## config.mk

```make
export PLATFORM = sky130hd
export DESIGN_NAME = mem_bus_ctrl_flat
export DESIGN_NICKNAME = d
export VERILOG_FILES = /design/src/rtl/mem_bus_ctrl_if.sv /design/src/rtl/mem_bus_ctrl.sv /design/src/flat_wrapper.sv
export SDC_FILE = /design/constraint.sdc
export NUM_CORES = 1
export LEC_CHECK = 0
export CAP_MARGIN = 20
export CORE_ASPECT_RATIO = 1.4
export CORE_UTILIZATION = 25
export DETAILED_ROUTE_END_ITERATION = 6
export GPL_TIMING_DRIVEN = 0
export MAX_ROUTING_LAYER = met4
export PLACE_DENSITY = 0.57
export SYNTH_ARGS = -nofsm -noshare
export SYNTH_HDL_FRONTEND = slang
export SYNTH_SLANG_ARGS = --single-unit
```

## constraint.sdc

```tcl
create_clock -name clk -period 2.5 [get_ports clk]
set_input_delay 0.5 -clock clk [delete_from_list [all_inputs] [get_ports clk]]
set_output_delay 0.5 -clock clk [all_outputs]
set_load 0.01 [all_outputs]
```

## src/rtl/mem_bus_ctrl_if.sv

```systemverilog
// Data-memory bus between the MEM-stage access controller (master) and the
// data memory (slave): request valid/ready handshake plus a read-data return.
interface mem_bus_ctrl_if;
  logic        mem_valid;
  logic        mem_ready;
  logic [31:0] mem_addr;
  logic [3:0]  mem_wen;
  logic [31:0] mem_wdata;
  logic        mem_rvalid;
  logic [31:0] mem_rdata;

  modport master (
    output mem_valid,
    output mem_addr,
    output mem_wen,
    output mem_wdata,
    input  mem_ready,
    input  mem_rvalid,
    input  mem_rdata
  );

  modport slave (
    input  mem_valid,
    input  mem_addr,
    input  mem_wen,
    input  mem_wdata,
    output mem_ready,
    output mem_rvalid,
    output mem_rdata
  );
endinterface

```

## src/rtl/mem_bus_ctrl.sv

```systemverilog
// MEM-stage data-memory access controller: issues one aligned request per
// instruction, stalls until it completes, and returns the extended load result.
module mem_bus_ctrl #(
  parameter int TIMEOUT = 64
) (
  input  logic                  clk,
  input  logic                  rst_n,
  input  logic                  req_valid,
  input  logic [1:0]            req_op,
  input  logic [1:0]            req_size,
  input  logic [31:0]           req_addr,
  input  logic [3:0]            req_wen,
  input  logic [31:0]           req_wdata,
  input  logic                  req_bus_err,
  output logic                  stall,
  mem_bus_ctrl_if.master        bus,
  output logic                  resp_valid,
  output logic                  resp_err,
  output logic [31:0]           resp_data
);

  typedef enum logic [1:0] {
    IDLE,
    REQ,
    WAIT,
    RESP
  } state_t;

  localparam logic [1:0]  OP_SEXT    = 2'b01;
  localparam logic [1:0]  OP_STORE   = 2'b11;
  localparam logic [1:0]  SIZE_BYTE  = 2'b00;
  localparam logic [1:0]  SIZE_HALF  = 2'b01;
  localparam logic [15:0] TIMER_LAST = 16'(TIMEOUT - 1);

  state_t      state;
  state_t      state_next;

  logic [31:0] addr_q;
  logic [3:0]  wen_q;
  logic [31:0] wdata_q;
  logic [1:0]  op_q;
  logic [1:0]  size_q;
  logic [15:0] timer;
  logic        err_q;

  logic        upstream_err;
  logic        timer_expired;
  logic        is_store;
  logic [7:0]  byte_lane;
  logic [15:0] half_lane;
  logic [31:0] load_data;

  assign upstream_err  = req_bus_err && (req_op != 2'b00);
  assign timer_expired = (timer >= TIMER_LAST);
  assign is_store      = (op_q == OP_STORE);

  assign bus.mem_addr  = addr_q;
  assign bus.mem_wen   = wen_q;
  assign bus.mem_wdata = wdata_q;

  always_ff @(posedge clk or negedge rst_n) begin
    if (!rst_n) begin
      state <= IDLE;
    end else begin
      state <= state_next;
    end
  end

  // A handshake that completes in the last allowed cycle beats the timeout.
  always_comb begin
    state_next = state;
    case (state)
      IDLE: begin
        if (upstream_err) begin
          state_next = RESP;
        end else if (req_valid) begin
          state_next = REQ;
        end
      end
      REQ: begin
        if (bus.mem_ready) begin
          state_next = is_store ? RESP : WAIT;
        end else if (timer_expired) begin
          state_next = RESP;
        end
      end
      WAIT: begin
        if (bus.mem_rvalid || timer_expired) begin
          state_next = RESP;
        end
      end
      RESP: begin
        state_next = IDLE;
      end
      default: begin
        state_next = IDLE;
      end
    endcase
  end

  // Request fields are latched once on acceptance so the bus sees them stable.
  always_ff @(posedge clk or negedge rst_n) begin
    if (!rst_n) begin
      addr_q    <= '0;
      wen_q     <= '0;
      wdata_q   <= '0;
      op_q      <= '0;
      size_q    <= '0;
      timer     <= '0;
      err_q     <= 1'b0;
      resp_data <= '0;
    end else begin
      case (state)
        IDLE: begin
          if (upstream_err) begin
            err_q <= 1'b1;
          end else if (req_valid) begin
            addr_q  <= req_addr;
            wen_q   <= req_wen;
            wdata_q <= req_wdata;
            op_q    <= req_op;
            size_q  <= req_size;
            timer   <= '0;
            err_q   <= 1'b0;
          end
        end
        REQ: begin
          timer <= timer + 16'd1;
          if (!bus.mem_ready && timer_expired) begin
            err_q <= 1'b1;
          end
        end
        WAIT: begin
          timer <= timer + 16'd1;
          if (bus.mem_rvalid) begin
            resp_data <= load_data;
          end else if (timer_expired) begin
            err_q <= 1'b1;
          end
        end
        default: begin
        end
      endcase
    end
  end

  // Byte offset k sits at [31-8k:24-8k]; halfword offset 0 is the upper half.
  always_comb begin
    byte_lane = 8'h00;
    half_lane = 16'h0000;
    load_data = bus.mem_rdata;
    case (addr_q[1:0])
      2'd0:    byte_lane = bus.mem_rdata[31:24];
      2'd1:    byte_lane = bus.mem_rdata[23:16];
      2'd2:    byte_lane = bus.mem_rdata[15:8];
      default: byte_lane = bus.mem_rdata[7:0];
    endcase
    half_lane = addr_q[1] ? bus.mem_rdata[15:0] : bus.mem_rdata[31:16];
    if (size_q == SIZE_BYTE) begin
      load_data = (op_q == OP_SEXT) ? {{24{byte_lane[7]}}, byte_lane}
                                    : {24'h000000, byte_lane};
    end else if (size_q == SIZE_HALF) begin
      load_data = (op_q == OP_SEXT) ? {{16{half_lane[15]}}, half_lane}
                                    : {16'h0000, half_lane};
    end
  end

  always_comb begin
    stall         = 1'b0;
    bus.mem_valid = 1'b0;
    resp_valid    = 1'b0;
    resp_err      = 1'b0;
    case (state)
      IDLE: begin
        stall = req_valid || upstream_err;
      end
      REQ: begin
        stall         = 1'b1;
        bus.mem_valid = 1'b1;
      end
      WAIT: begin
        stall = 1'b1;
      end
      RESP: begin
        resp_valid = 1'b1;
        resp_err   = err_q;
      end
      default: begin
      end
    endcase
    stall = stall && rst_n;
  end

endmodule
```

## src/flat_wrapper.sv

```systemverilog
// flat-port wrapper written by rule: the top's interface ports become plain ports
module mem_bus_ctrl_flat 
#(
  parameter int TIMEOUT = 64
)
  (clk, rst_n, req_valid, req_op, req_size, req_addr, req_wen, req_wdata, req_bus_err, stall, resp_valid, resp_err, resp_data, bus_mem_valid, bus_mem_addr, bus_mem_wen, bus_mem_wdata, bus_mem_ready, bus_mem_rvalid, bus_mem_rdata);
  mem_bus_ctrl_if bus_i ();
  input  logic clk;
  input  logic rst_n;
  input  logic req_valid;
  input  logic [1:0] req_op;
  input  logic [1:0] req_size;
  input  logic [31:0] req_addr;
  input  logic [3:0] req_wen;
  input  logic [31:0] req_wdata;
  input  logic req_bus_err;
  output logic stall;
  output logic resp_valid;
  output logic resp_err;
  output logic [31:0] resp_data;
  output wire logic [$bits(bus_i.mem_valid)-1:0] bus_mem_valid;
  output wire logic [$bits(bus_i.mem_addr)-1:0] bus_mem_addr;
  output wire logic [$bits(bus_i.mem_wen)-1:0] bus_mem_wen;
  output wire logic [$bits(bus_i.mem_wdata)-1:0] bus_mem_wdata;
  input wire logic [$bits(bus_i.mem_ready)-1:0] bus_mem_ready;
  input wire logic [$bits(bus_i.mem_rvalid)-1:0] bus_mem_rvalid;
  input wire logic [$bits(bus_i.mem_rdata)-1:0] bus_mem_rdata;
  assign bus_mem_valid = bus_i.mem_valid;
  assign bus_mem_addr = bus_i.mem_addr;
  assign bus_mem_wen = bus_i.mem_wen;
  assign bus_mem_wdata = bus_i.mem_wdata;
  assign bus_i.mem_ready = bus_mem_ready;
  assign bus_i.mem_rvalid = bus_mem_rvalid;
  assign bus_i.mem_rdata = bus_mem_rdata;
  mem_bus_ctrl #(.TIMEOUT(TIMEOUT)) u_core (.clk(clk), .rst_n(rst_n), .req_valid(req_valid), .req_op(req_op), .req_size(req_size), .req_addr(req_addr), .req_wen(req_wen), .req_wdata(req_wdata), .req_bus_err(req_bus_err), .stall(stall), .bus(bus_i), .resp_valid(resp_valid), .resp_err(resp_err), .resp_data(resp_data));
endmodule
```

==> results of run 1 <==
registers in the layout (all words and copies together) (netlist names):
signal and count:
u_core.bus.mem_addr 32, u_core.bus.mem_wdata 32, u_core.bus.mem_wen 4, u_core.err_q 1
u_core.op_q 2, u_core.resp_data 32, u_core.size_q 2, u_core.state 2
u_core.timer 16
cell type report:
type | instances | area share
clock inverter | 14 | 0.0183
multi-input combinational | 308 | 0.274
buffer | 26 | 0.0137
clock buffer | 18 | 0.0501
timing repair buffer | 215 | 0.247
tap | 297 | 0.0424
inverter | 6 | 0.00257
sequential | 123 | 0.351
antenna | 1 | 0.000285
power by group:
part | total, µW | internal [µW] | switching [µW] | leakage [µW]
sequential | 3420 | 2910 | 509 | 0.00149
clock | 2530 | 1520 | 1010 | 0.000286
combinational | 5030 | 2860 | 2170 | 0.00182
synthesized netlist by cell type (all sizes together), types with 3 or more instances:
library cell	number	area share
clkbuf	17	0.011
nor2	33	0.022
mux2	73	0.15
mux2i	18	0.032
a211oi	9	0.012
nand4	4	0.0045
inv	6	0.0040
o21a	7	0.0094
dfrtp	123	0.55
or4	7	0.0094
nand2b	3	0.0033
nand3	8	0.0071
ha	5	0.011
a21o	8	0.011
o41ai	3	0.0047
o31ai	8	0.011
o21ai	24	0.021
or3	3	0.0033
a31oi	3	0.0033
mux4	8	0.032
and3	4	0.0045
a21oi	26	0.023
nor2b	3	0.0033
buf	9	0.0094
nand2	29	0.019
nor3b	4	0.0054
through the flow:
stage	TNS [ps]	cells
3_3_place_gp	-584580	973
6_report	0	1008
3_5_place_dp	-31420	974
5_1_grt	0	1008
4_1_cts	0	1006
2_1_floorplan	0	463
repair_timing:
item | 4_1_cts | 5_1_grt
gates resized for setup | 2 | 10
gates cloned | 0 | 0
setup endpoints to repair | 11 | 58
setup buffers | 0 | 1
cell families (layout without fill, tap and decap cells):
kind of cell | after synthesis | in the layout | share of synthesized area
flip-flops | 123 | 123 | 0.549
AND/OR/NAND/NOR | 106 | 106 | 0.0928
multiplexers | 99 | 99 | 0.211
AO/OA/AOI/OAI | 98 | 98 | 0.112
buffers and inverters | 32 | 279 | 0.0248
adder cells (fa/ha/maj) | 5 | 5 | 0.0112
other | 0 | 1 | 0
layout by cell type (no fill, tap or decap), types with 8 or more instances in the layout:
cell type / instances
a211oi_1: 9
a21o_1: 8
a21oi_1: 25
clkbuf_1: 16
clkbuf_16: 17
clkdlybuf4s50_1: 211
dfrtp_1: 121
mux2_2: 73
mux2i_1: 18
mux4_2: 8
nand2_1: 29
nand3_1: 8
nor2_1: 33
o21ai_0: 23
o31ai_1: 8
final timing paths:
path | cells past startpoint | slack [ps] | to | start
min reg2reg | 1 | 480 | u_core.resp_data[5] | u_core.resp_data[5]
min in group clk | 1 | 480 | u_core.resp_data[5] | u_core.resp_data[5]
max | 3 | 110 | resp_err | u_core.state[1]
max in group asynchronous | 2 | 1680 | u_core.state[0] | rst_n
max reg2reg | 8 | 150 | u_core.timer[12] | u_core.state[1]
min | 1 | 20 | u_core.bus.mem_wdata[10] | rst_n
layer usage:
metal  track usage  vias up  routed length, µm
met5             -        -                  0
met4        0.0407        0                203
met1         0.185     2264               7210
li1              -     2171                  -
met2         0.261      144               8680
met3        0.0346       17                788
==> flow_metrics.env, run 1 <==
export IMPL_htree_levels=4
export IMPL_final_antenna_net_count=0
export IMPL_cts_hold_buf=0
export IMPL_nFillCells=2215
export IMPL_maxSlewHeadroom=0.555
export IMPL_worstMarginPinSlew_ps=661
export IMPL_drive_gt1_frac=0.190
export IMPL_fmax_mhz=418
export IMPL_cts_tree="built"
export IMPL_hold_violations=0
export IMPL_synth_ff_type="dfrtp_1"
export IMPL_placed_area_mm2=0.00814
export IMPL_path_clk_slew_ps=60
export IMPL_async_flop_share=1.00
export IMPL_slowest_stage="clkdlybuf4s50_1"
export IMPL_postSynthCellCount=463
export IMPL_port_buffers=213
export IMPL_critPathTopFamily="buffers and inverters"
export IMPL_via_per_inst=4.56
export IMPL_fin_skew_ps=11.0
export IMPL_routed_wl_um=16900
export IMPL_worstPathCellList="ha_1, and2_1, clkdlybuf4s50_1"
export IMPL_cp_num_buf_inv=1
export IMPL_ys_ff_latch=123
export IMPL_p_per_area_mw_per_mm2=1250
export IMPL_leakage_uw=0.00359
export IMPL_drc=0
export IMPL_grt_max_degree=70
export IMPL_rsz0062_at_grt="no"
export IMPL_synth_edff_count=0
export IMPL_holdWs_ps=24.2
export IMPL_grt_pass1_wl_um=25900
export IMPL_fin_nets=812
export IMPL_worst_slack_ps=107
export IMPL_routedWlPerCell_um=16.7
export IMPL_die_h_um=179
export IMPL_place_ws_ps=-467
export IMPL_io_pins=214
export IMPL_yosysUniqueCellTypes=43
export IMPL_fin_util=0.400
export IMPL_cp_arrival_ps=1890
export IMPL_grt_ovfl_total=0
export IMPL_crit_type="flop to primary output"
export IMPL_vias=4596
export IMPL_ys_seq_area_frac=0.549
export IMPL_multi_input_area_mm2=0.00241
export IMPL_final_period_utilization=0.957
export IMPL_hold_path_class="input port to async pin"
export IMPL_rows=64
export IMPL_syn_area_mm2=0.00561
export IMPL_die_w_um=129
export IMPL_cts_sinks=123
export IMPL_drt_initial_drc_count=207
export IMPL_initial_core_util=0.256
export IMPL_synth_avg_cell_area_um2=12.1
export IMPL_total_power_uw=11000
export IMPL_min_period_ps=2390
export IMPL_grt_pass1_vias=4515
export IMPL_gr_usage_all_layers=0.155
export IMPL_drv_cap=0
export IMPL_synth_nets=578
export IMPL_synth_warnings=0
export IMPL_hpwl_um=12300
export IMPL_cp_max_fo=7
export IMPL_required_ps=2000
export IMPL_slew_violations=0
export IMPL_coreArea_mm2=0.0219
export IMPL_end_kind="primary output"
export IMPL_clockBufferDepth=2
export IMPL_antenna_found_initial=1
export IMPL_cts_buffers=17
export IMPL_areaGrowthSynthToFinish_pct=56.4
export IMPL_stdcell_area_mm2=0.00877
export IMPL_cts_root_buffer="clkbuf_16"
export IMPL_max_stage_delay_ps=550
export IMPL_start_kind="flop"
export IMPL_clock_latency_ps=420
export IMPL_first_pass_iters=5
export IMPL_peakVddDrop_v=0.000501
export IMPL_finalWeightedCongestion=0.839
export IMPL_setup_viol=0
export IMPL_dieArea_mm2=0.0230
export IMPL_regArea_mm2=0.00308
export IMPL_outcome="complete, no violations"
(Power assumes the default switching activity.)
==> inputs of run 2 (changes only) <==
--- a/config.mk
+++ b/config.mk
@@ -7,11 +7,11 @@
 export LEC_CHECK = 0
 export CAP_MARGIN = 20
 export CORE_ASPECT_RATIO = 1.4
-export CORE_UTILIZATION = 25
+export CORE_UTILIZATION = 43
 export DETAILED_ROUTE_END_ITERATION = 6
 export GPL_TIMING_DRIVEN = 0
 export MAX_ROUTING_LAYER = met4
-export PLACE_DENSITY = 0.57
+export PLACE_DENSITY = 0.83
 export SYNTH_ARGS = -nofsm -noshare
 export SYNTH_HDL_FRONTEND = slang
 export SYNTH_SLANG_ARGS = --single-unit
==> run 2 against run 1 <==
Compared with the run above:
- the run now ends with DRC, hold timing left
- sequential cell count is the same
- largest power group unchanged
- highest routed layer unchanged
- final cell count shrank 14%
- maximum frequency shrank 0.69%
- die area shrank 41%
==> flow_metrics.env, run 2 (same netlist as run 1, synthesis figures left out) <==
export IMPL_io_pins=214
export IMPL_port_buffers=213
export IMPL_areaGrowthSynthToFinish_pct=53.5
export IMPL_top_layer_used="met4"
export IMPL_setup_viol=0
export IMPL_diodes=0
export IMPL_worstMarginPinSlew_ps=626
export IMPL_place_inst=830
export IMPL_drive_gt1_frac=0.182
export IMPL_holdWs_ps=-1.55
export IMPL_leakage_uw=0.00360
export IMPL_start_kind="flop"
export IMPL_slew_violations=0
export IMPL_fin_nets=812
export IMPL_grt_max_degree=73
export IMPL_min_period_ps=2410
export IMPL_fmax_mhz=415
export IMPL_die_h_um=137
export IMPL_htree_levels=4
export IMPL_wl_met2_um=8530
export IMPL_dieArea_mm2=0.0135
export IMPL_cts_buffers=17
export IMPL_gr_usage_all_layers=0.249
export IMPL_maxSlewHeadroom=0.577
export IMPL_required_ps=2790
export IMPL_rsz0062_at_grt="no"
export IMPL_worst_slack_ps=90.1
export IMPL_via_per_inst=5.58
export IMPL_cp_max_fo=10
export IMPL_peakVddDrop_v=0.000884
export IMPL_drc=16
export IMPL_drt_initial_drc_count=247
export IMPL_nFillCells=936
export IMPL_cp_arrival_ps=2700
export IMPL_cts_sinks=123
export IMPL_path_clk_slew_ps=60
export IMPL_die_w_um=98.5
export IMPL_hold_path_class="input port to async pin"
export IMPL_final_period_utilization=0.964
export IMPL_crit_type="flop to flop"
export IMPL_coreArea_mm2=0.0128
export IMPL_cts_tree="built"
export IMPL_final_antenna_net_count=0
export IMPL_final_cell_mix="clkdlybuf4s50_1, dfrtp_1, mux2_2"
export IMPL_ff2ff_setup_slack_ps=90
export IMPL_final_common_cell="clkdlybuf4s50_1"
export IMPL_cts_root_buffer="clkbuf_16"
export IMPL_fin_skew_ps=7.15
export IMPL_cts_hold_buf=0
export IMPL_routedWlPerCell_um=18.6
export IMPL_stdcell_count=863
export IMPL_wl_met3_um=1030
export IMPL_finalWeightedCongestion=0.916
export IMPL_rows=49
export IMPL_drv_cap=0
export IMPL_clockBufferDepth=2
export IMPL_antenna_found_initial=0
export IMPL_p_per_area_mw_per_mm2=1290
export IMPL_first_pass_iters=7
export IMPL_r2r_worst_path_cells=5
export IMPL_violations="DRC, hold timing"
export IMPL_met1_length_um=5910
export IMPL_place_ws_ps=-412
export IMPL_end_kind="flop"
export IMPL_routed_wl_um=16100
export IMPL_clock_latency_ps=410
export IMPL_grt_ovfl_total=0
export IMPL_vias=4819
export IMPL_grt_pass1_vias=4994
export IMPL_grt_pass1_wl_um=25000
export IMPL_initial_core_util=0.438
export IMPL_outcome="finished with violations"
export IMPL_hold_violations=1
export IMPL_hpwl_um=11900
## run 2: final timing paths
path	end	startpoint
max in group asynchronous	u_core.state[1]	rst_n
min reg2reg	u_core.resp_data[0]	u_core.resp_data[0]
min	u_core.bus.mem_addr[25]	rst_n
max	u_core.resp_data[10]	u_core.bus.mem_addr[0]
max reg2reg	u_core.resp_data[10]	u_core.bus.mem_addr[0]
min in group clk	u_core.resp_data[0]	u_core.resp_data[0]
## run 2: metrics by stage
stage	total power [µW]	setup TNS, ps	util	instance area, µm²
finish	11100	0	0.672	8610
global route	11700	0	0.672	8610
CTS	11200	0	0.671	8590
detailed placement	8510	-25520	0.621	7960
global placement	8310	-473100	0.619	7930
floorplan	5920	0	-	5610
## run 2: critical path: stages, from the launching register on
cell     delay, ps
dfrtp_1        350
buf_2          310
mux4_2         560
a41oi_1        570
o21ai_0        330
o21a_1         180
## run 2: repair_timing
item	CTS	global route
gates resized for setup	2	6
setup buffers	0	1
setup endpoints to repair	1	12
## run 2: power by group
group,internal [µW],leakage (µW),switching (µW)
logic,2850,0.00181,2200
registers,2910,0.00149,541
clock network,1700,0.000300,926
## run 2: metal layers
layer,vias to the layer above,global-route usage
met5,-,-
met4,0,0.129
met3,49,0.0516
met2,228,0.442
met1,2377,0.260
li1,2165,-
## run 2: area by class of cell
| cell class | instances | area, µm² | area share |
|---|---|---|---|
| Sequential cell | 123 | 3080 | 0.358 |
| Buffer | 26 | 116 | 0.0135 |
| Clock buffer | 19 | 443 | 0.0514 |
| Clock inverter | 13 | 191 | 0.0222 |
| Multi-Input combinational cell | 308 | 2400 | 0.278 |
| Tap cell | 153 | 191 | 0.0222 |
| Inverter | 6 | 22.5 | 0.00262 |
| Timing Repair Buffer | 215 | 2170 | 0.252 |
==> variant (settings of run 2) <==
Register the output `resp_err`, with the module's reset; this adds one clock of latency there. The other outputs are not delayed to match.
--- a/src/rtl/mem_bus_ctrl.sv
+++ b/src/rtl/mem_bus_ctrl.sv
@@ -33,2 +33,4 @@
   localparam logic [15:0] TIMER_LAST = 16'(TIMEOUT - 1);
+
+  logic resp_err_d;
 
@@ -171,3 +173,3 @@
     resp_valid    = 1'b0;
-    resp_err      = 1'b0;
+    resp_err_d    = 1'b0;
     case (state)
@@ -185,3 +187,3 @@
         resp_valid = 1'b1;
-        resp_err   = err_q;
+        resp_err_d = err_q;
       end
@@ -193,2 +195,10 @@
 
+  always_ff @(posedge clk or negedge rst_n) begin
+    if (!rst_n) begin
+      resp_err <= '0;
+    end else begin
+      resp_err <= resp_err_d;
+    end
+  end
+
 endmodule
Check against the original RTL: not equivalent (Yosys sat finds a counterexample within 4 cycles, from zero or initial values and one cycle with rst_n low).
==> variant against run 2 <==
Wire length is 2.7% lower; cell area is 2.3% higher; setup slack better by 0.039 ns; core utilization is 0.91 points higher; sequential power hardly changed; sequential cell count is 1 higher; worst hold slack better by 0.044 ns; power is 1.9% higher; synthesized area is 2.6% higher; highest routed layer unchanged.
==> variant: results (changes against run 2) <==
[grt]
grt_use_met2=0.439  ; -0.00287
grt_pass1_vias=5191  ; +3.9%
grt_max_degree=94  ; +29%
grt_use_total=0.245  ; -0.00369
use_met3=0.0403  ; -0.0113
grt_first_pass_wirelength_um=25600  ; +2.3%
use_met1=0.255  ; -0.00536

[power_and_ir_drop]
p_int_mw=7.65  ; +2.5%
power_density_nw_per_um2=1290  ; -0.45%
peakVddDrop_v=0.000667  ; -24%
p_leak_nw=3.66  ; +1.6%

[worst_setup_path]
r2r_cells=6  ; +1
critical_path.endpoint=stall
crit_arrival_ns=1.87  ; -0.83 ns
max_stage_delay_ns=0.46  ; -0.11 ns
reg2reg_slack_ns=0.41  ; +0.32 ns
reg2reg_from=u_core.state[0]$_DFFE_PN0P_
cp-startpoint=req_op[0]
crit_family=buffers and inverters
crit_fanout=7  ; -3
cp_slowest_cell=clkdlybuf4s50_1
reg2reg_to=u_core.resp_data[30]$_DFFE_PN0P_

[final_layout]
drive_gt1_frac=0.186  ; +0.00406
non_clock_inverter_count=8  ; +2
seq_share=0.352  ; -0.00543
nonClkBufAreaFrac=0.263  ; -0.00277
seq_cell_count=124  ; +0.81%
clock_area_frac=0.0736  ; -0.000112
n_antenna_cell=0  ; unchanged
fill_cells=974  ; +4.1%
stdcell_count=894  ; +3.6%
multi_input_comb_area_sq_um=2490  ; +4.0%
multi_input_comb_cells=311  ; +0.97%
fin_util=0.681  ; +0.00911
nNetsFinal=818  ; +0.74%

[clock_tree]
numCtsBuffers=17  ; unchanged
cts_resized=5  ; +3
cts_hold_buf=1  ; +1

[detailed_routing]
drt-total-wl_um=15700  ; -2.7%
drt_iter0_drc=232  ; -6.1%
wl_met2_um=8840  ; +3.6%
drt_pass1_iterations=4  ; -3
wl_met1_um=5710  ; -3.4%
viasPerCell=5.31  ; -5.0%
route.met3.wl_um=565  ; -45%

[placement]
gp_congestion=0.921  ; +0.54%
dp.final_hpwl_um=11900  ; about the same
dpl.cell_count=863  ; +4.0%
postPlaceCellArea_sq_um=8140  ; +2.2%

[yosys]
syn-num-nets=586  ; +1.4%
synthTopCellsByArea=dfrtp_1 (54%), mux2_2 (14%), mux4_1 (3.2%), mux2i_1 (3.1%), nor2_1 (2.2%)
synth_flop_cell=dfrtp_1
syn_avg_cell_area_sq_um=12.2  ; +0.87%
ys_types=52  ; +21%
ys_top_cells_by_count=dfrtp_1 (124), mux2_2 (73), nor2_1 (34)
yosysSeqAreaShare=0.539  ; -0.00961

[status]
status=complete, no violations

[timing]
fin_skew_ns=0.00714  ; -0.0000102 ns
relSlewSlack=0.611  ; +0.0339

[hold_path]
hold_path_class=in -> async

==> variant: cell types whose count changed after synthesis, sizes merged, moves of 3 or more <==
cell	change
buf	+8
or4	-7
clkbuf	-6
a21oi	-4
nor3	+3
o21ai	+3
==> variant: how the worst min path moves through the flow <==
stage                                         start                              endpoint  slack, ns  depth (start not counted)
CTS                                           rst_n       u_core.resp_data[2]$_DFFE_PN0P_       0.03                          2
finish                                        rst_n  u_core.bus.mem_wdata[26]$_DFFE_PN0P_       0.04                          2
global route                                  rst_n  u_core.bus.mem_wdata[26]$_DFFE_PN0P_       0.04                          2
detailed placement                            rst_n  u_core.bus.mem_wdata[26]$_DFFE_PN0P_       0.41                          1
global placement    u_core.resp_data[0]$_DFFE_PN0P_       u_core.resp_data[0]$_DFFE_PN0P_       0.46                          1
floorplan                                     rst_n    u_core.bus.mem_addr[0]$_DFFE_PN0P_       0.20                          0
==> variant: kinds of logic after synthesis <==
family / count (synthesis) / share of synthesized area
AO/OA/AOI/OAI: 107 / 0.127
multiplexers: 99 / 0.210
adder cells (fa/ha/maj): 5 / 0.0109
AND/OR/NAND/NOR: 100 / 0.0826
flip-flops: 124 / 0.539
buffers and inverters: 36 / 0.0302
==> variant: power by group through the flow <==
stage	Clock [mW]	Sequential, mW	Combinational, mW
floorplan	0	3.81	2.22
global placement	0	3.42	5.03
detailed placement	0	3.48	5.17
CTS	2.75	3.46	5.24
global route	2.83	3.57	5.55
finish	2.70	3.46	5.19
==> variant: through the flow <==
| step | setup WS, ns | setup TNS, ns | total power [mW] |
|---|---|---|---|
| global placement | -4.05 | -474.59 | 8.45 |
| CTS | 0.144 | 0 | 11.5 |
| detailed placement | -0.0820 | -2.17 | 8.66 |
| global route | 0.0932 | 0 | 11.9 |
| floorplan | 0.686 | 0 | 6.04 |
| finish | 0.129 | 0 | 11.3 |
